==> config.mk <==
export PLATFORM = sky130hd
export DESIGN_NAME = tt_um_hoene_led_fader
export DESIGN_NICKNAME = d
export VERILOG_FILES = /design/src/rtl/tt_um_hoene_led_fader.sv
export SDC_FILE = /design/constraint.sdc
export NUM_CORES = 1
export LEC_CHECK = 0
export BUFFER_PORTS_ARGS = -buffer_cell sky130_fd_sc_hd__buf_2
export CORE_MARGIN = 2
export CORE_UTILIZATION = 35
export CTS_CLUSTER_SIZE = 25
export DETAILED_ROUTE_END_ITERATION = 8
export GPL_TIMING_DRIVEN = 0
export PLACE_DENSITY_LB_ADDON = 0.2
export SYNTH_ARGS = -nofsm -noshare
export SYNTH_HDL_FRONTEND = slang
export SYNTH_SLANG_ARGS = --single-unit
==> constraint.sdc <==
create_clock -name clk -period 4.1 [get_ports clk]
set_input_delay 0.41 -clock clk [delete_from_list [all_inputs] [get_ports clk]]
set_output_delay 0.41 -clock clk [all_outputs]
set_load 0.02 [all_outputs]
==> src/rtl/tt_um_hoene_led_fader.sv <==
// RGB duty fader: latches 10-bit colour targets on load and ramps the PWM duty
// values toward them one STEP per prescaler tick, or snaps when fading is off.
module tt_um_hoene_led_fader #(
    parameter int WIDTH         = 10,
    parameter int PRESCALE_BITS = 8,
    parameter int STEP          = 1
) (
    input  logic             clk,
    input  logic             rst_n,
    input  logic [WIDTH-1:0] target_red,
    input  logic [WIDTH-1:0] target_green,
    input  logic [WIDTH-1:0] target_blue,
    input  logic             load,
    input  logic             fade_enable,
    output logic [WIDTH-1:0] out_red,
    output logic [WIDTH-1:0] out_green,
    output logic [WIDTH-1:0] out_blue,
    output logic             busy
);

    typedef enum logic {
        IDLE,
        FADING
    } state_t;

    localparam logic [WIDTH:0] STEP_EXT = (WIDTH + 1)'(STEP);

    state_t                   r_state;
    logic                     r_busy;
    logic [PRESCALE_BITS-1:0] r_prescale;
    logic [WIDTH-1:0]         r_tgt_red, r_tgt_green, r_tgt_blue;
    logic [WIDTH-1:0]         r_out_red, r_out_green, r_out_blue;

    logic                     w_tick;
    logic                     w_step_en;
    logic                     w_differs;
    logic [WIDTH-1:0]         w_next_red, w_next_green, w_next_blue;

    // One clamped step toward the target; the extra bit keeps the compare wrap-free.
    function automatic logic [WIDTH-1:0] f_step(input logic [WIDTH-1:0] cur,
                                                input logic [WIDTH-1:0] tgt);
        logic [WIDTH:0] cur_ext;
        logic [WIDTH:0] tgt_ext;
        cur_ext = {1'b0, cur};
        tgt_ext = {1'b0, tgt};
        if (cur_ext < tgt_ext)
            f_step = (tgt_ext - cur_ext <= STEP_EXT) ? tgt : WIDTH'(cur_ext + STEP_EXT);
        else if (cur_ext > tgt_ext)
            f_step = (cur_ext - tgt_ext <= STEP_EXT) ? tgt : WIDTH'(cur_ext - STEP_EXT);
        else
            f_step = cur;
    endfunction

    // A load in the tick cycle suppresses the step and restarts the prescaler.
    assign w_tick    = &r_prescale;
    assign w_step_en = (r_state == FADING) && w_tick && !load;

    always_comb begin
        w_next_red   = r_out_red;
        w_next_green = r_out_green;
        w_next_blue  = r_out_blue;
        if (w_step_en) begin
            w_next_red   = f_step(r_out_red,   r_tgt_red);
            w_next_green = f_step(r_out_green, r_tgt_green);
            w_next_blue  = f_step(r_out_blue,  r_tgt_blue);
        end
    end

    // NOTE: state follows the post-step outputs so busy falls on the final step edge.
    assign w_differs = (w_next_red   != r_tgt_red)   ||
                       (w_next_green != r_tgt_green) ||
                       (w_next_blue  != r_tgt_blue);

    // NOTE: all state uses non-blocking assignments; reset is sampled on the clock edge.
    always_ff @(posedge clk) begin
        if (!rst_n) begin
            r_state     <= IDLE;
            r_busy      <= 1'b0;
            r_prescale  <= '0;
            r_tgt_red   <= '0;
            r_tgt_green <= '0;
            r_tgt_blue  <= '0;
            r_out_red   <= '0;
            r_out_green <= '0;
            r_out_blue  <= '0;
        end else begin
            if (load) begin
                r_tgt_red   <= target_red;
                r_tgt_green <= target_green;
                r_tgt_blue  <= target_blue;
            end
            r_prescale <= load ? '0 : r_prescale + 1'b1;

            if (!fade_enable) begin
                r_out_red   <= r_tgt_red;
                r_out_green <= r_tgt_green;
                r_out_blue  <= r_tgt_blue;
                r_state     <= IDLE;
                r_busy      <= 1'b0;
            end else begin
                r_out_red   <= w_next_red;
                r_out_green <= w_next_green;
                r_out_blue  <= w_next_blue;
                r_state     <= w_differs ? FADING : IDLE;
                r_busy      <= w_differs;
            end
        end
    end

    assign out_red   = r_out_red;
    assign out_green = r_out_green;
    assign out_blue  = r_out_blue;
    assign busy      = r_busy;

endmodule
==> results.sh <==
export IMPL_grt_pass1_wl_um=61100
export IMPL_drt_wl_total_um=39500
export IMPL_total_leakage_power_nw=4.63
export IMPL_netlist_area_mm2=0.00949
export IMPL_gr_usage_met3_pct=4.49
export IMPL_top_usage_layer="met2"
export IMPL_ys_types=82
export IMPL_drv_slew=0
export IMPL_antenna_cells=0
export IMPL_avgSynthCellArea_um2=7.00
export IMPL_die_w_um=169
export IMPL_final_common_cell="nor2_1"
export IMPL_maxCapViolations=0
export IMPL_drive_above_1_share_pct=22.2
export IMPL_worstMarginPinSlew_ns=0.927
export IMPL_rsz0062_at_grt="yes"
export IMPL_synth_top_area_share_pct=14.6
export IMPL_num_rows=60
export IMPL_gp_congestion=0.990
export IMPL_finalHoldViolCount=0
export IMPL_io_buffers=63
export IMPL_finalCritPeriodShare_pct=103
export IMPL_first_global_vias=10600
export IMPL_clockBufferDepth=2
export IMPL_cts_clk_slew_worst_paths_ns=0.07
export IMPL_yosys_warnings=0
export IMPL_cts_tree="done"
export IMPL_dp_hpwl_um=29800
export IMPL_wl_per_cell_um=21.7
export IMPL_ys_seq_elements=69
export IMPL_period_needed_ns=4.24
export IMPL_die_area_mm2=0.0284
export IMPL_drtIter0Drc=1274
export IMPL_dieHeight_um=169
export IMPL_worst_slack_ns=-0.138
export IMPL_crit_type="register to register"
export IMPL_async_flop_share_pct=0
export IMPL_cts_root_buf="clkbuf_16"
export IMPL_core_area_mm2=0.0268
export IMPL_grt_use_met2_pct=43.1
export IMPL_synth_largest_area_cell="dfxtp_1"
export IMPL_synth_ff_type="dfxtp_1"
export IMPL_cts_hold_buf=0
export IMPL_finalSetupViolations=1
export IMPL_syn2layout_area_growth_pct=25.8
export IMPL_fin_nets=1582
export IMPL_synth_edf_count=0
export IMPL_ys_top_cells_by_area="dfxtp_1 15%, ha_1 8.8%, mux2i_1 6.2%"
export IMPL_p_per_area_mw_per_mm2=271
export IMPL_cp_required_ns=4.30
export IMPL_regToRegSetupSlack_ns=-0.14
export IMPL_met1_usage_pct=36.6
export IMPL_fin_cells=1821
export IMPL_drc=0
export IMPL_critPathArrivalTime_ns=4.44
export IMPL_firstDrtPassIters=6
export IMPL_ios=65
export IMPL_violations="negative setup slack"
export IMPL_synth_fp_nets=1462
export IMPL_start_kind="register"
export IMPL_dr_total_vias=11300
export IMPL_ant_nets=0
export IMPL_numCtsBuffers=9
export IMPL_layout_common_cells="142 x nor2_1, 88 x a21oi_1, 87 x nand2_1"
export IMPL_max_freq_mhz=236
export IMPL_antenna_found_initial=0
export IMPL_cp_end_kind="register"
export IMPL_syn_inst=1355
export IMPL_relSlewSlack_pct=38.2
export IMPL_hold_class="primary input to register"
export IMPL_grt_ovfl_total=0
export IMPL_via_per_inst=6.21
export IMPL_ir_worst_vdd_mv=0.138
export IMPL_cts_htree_levels=3
export IMPL_dp_cells=1759
export IMPL_status="complete, but fails checks"
export IMPL_cts_sinks=69
export IMPL_grt_max_degree=13
export IMPL_initial_core_util_pct=35.4
export IMPL_worst_path_max_fanout=10
export IMPL_yosysSeqAreaShare_pct=14.6
export IMPL_final_util_pct=44.5
export IMPL_grt_usage_pct=27.1
export IMPL_clock_latency_ns=0.35
export IMPL_skew_ns=0.0113
where the power goes:
group | leakage [nW] | switching (mW) | internal (mW)
registers | 0.583 | 0.0715 | 0.700
clock network | 0.152 | 0.339 | 0.551
logic | 3.89 | 0.958 | 0.610
total | 4.63 | 1.37 | 1.86
Yosys cell counts (17+ instances only):
library cell / number
ha_1: 67
o211ai_1: 17
inv_1: 83
a21oi_1: 95
dfxtp_1: 69
o31ai_1: 17
nand2_1: 88
nor4_1: 28
nand2b_1: 22
nand4_1: 27
mux2i_1: 59
o21ai_0: 80
xor2_1: 18
nor2_1: 146
clkbuf_1: 68
nor3_1: 65
a211oi_1: 33
xnor2_1: 45
nand3_1: 49
flip-flops by register name, indices dropped and copies added, names as in the netlist:
name and cells:
out_blue 10, out_green 10, out_red 10, r_tgt_blue 10, r_tgt_green 10, r_tgt_red 10
r_prescale 8, r_state 1
cells by family after synthesis:
logic type / Yosys count / share of synthesized area (%)
flip-flops: 69 / 14.6
AO/OA/AOI/OAI: 402 / 28.3
buffers and inverters: 165 / 6.62
AND/OR/NAND/NOR: 516 / 27.4
multiplexers: 67 / 7.17
adder cells (fa/ha/maj): 73 / 10.1
XOR/XNOR: 63 / 5.81
cell type report:
| cell class | count | area [µm²] |
|---|---|---|
| inverters | 86 | 357 |
| well taps | 341 | 427 |
| fillers | 2778 | 14900 |
| clock inverters | 5 | 83.8 |
| multi-input cells | 1121 | 8140 |
| repair buffers | 119 | 743 |
| flip-flops and latches | 69 | 1460 |
| clock buffers | 11 | 243 |
| plain buffers | 69 | 483 |
metrics by stage:
step           instance area [µm²]  worst slack (ns)  hold slack [ns]  TNS (ns)  power (mW)
4_1_cts                      11700           -0.0449            0.287   -0.0449        3.13
5_1_grt                      11900            -0.314            0.302    -0.356        3.39
3_5_place_dp                 10300             -1.50            0.458    -19.02        2.07
3_3_place_gp                 10300             -1.54            0.451    -20.99        2.08
6_report                     11900            -0.138            0.287    -0.138        3.23
2_1_floorplan                 9540           0.00118            0.430         0        1.71
layer usage:
metal  part of all wire [%]  routed length, µm
met5                      0                  0
met4                    3.8               1500
met3                    7.9               3140
met2                     45              17700
met1                     43              17200
critical path: stages, from the launching register on:
cell	delay (ns)
dfxtp_1	0.43
ha_4	0.36
clkbuf_1	0.33
a2bb2oi_1	0.33
nand4_1	0.16
or4_4	0.44
or4_4	0.43
buf_6	0.16
clkbuf_16	0.17
mux2i_1	0.17
nor2_2	0.08
a2111oi_2	0.36
nand4_1	0.20
nor4_2	0.31
a311oi_2	0.15
path summary, 6_finish.rpt:
kind,start,to,cells after the start
hold / removal,target_green[3],r_tgt_green[3],3
setup / recovery,r_tgt_blue[7],r_state,14
setup reg to reg,r_tgt_blue[7],r_state,14
hold reg to reg,r_prescale[0],r_prescale[0],1
repair_timing:
| item | in CTS | in global routing |
|---|---|---|
| setup buffers | 45 | 11 |
| resized for setup | 202 | 51 |
| endpoints found under the setup margin | 31 | 12 |
| pin swaps | 40 | 23 |
No activity file was read; power rests on OpenSTA's default activity.
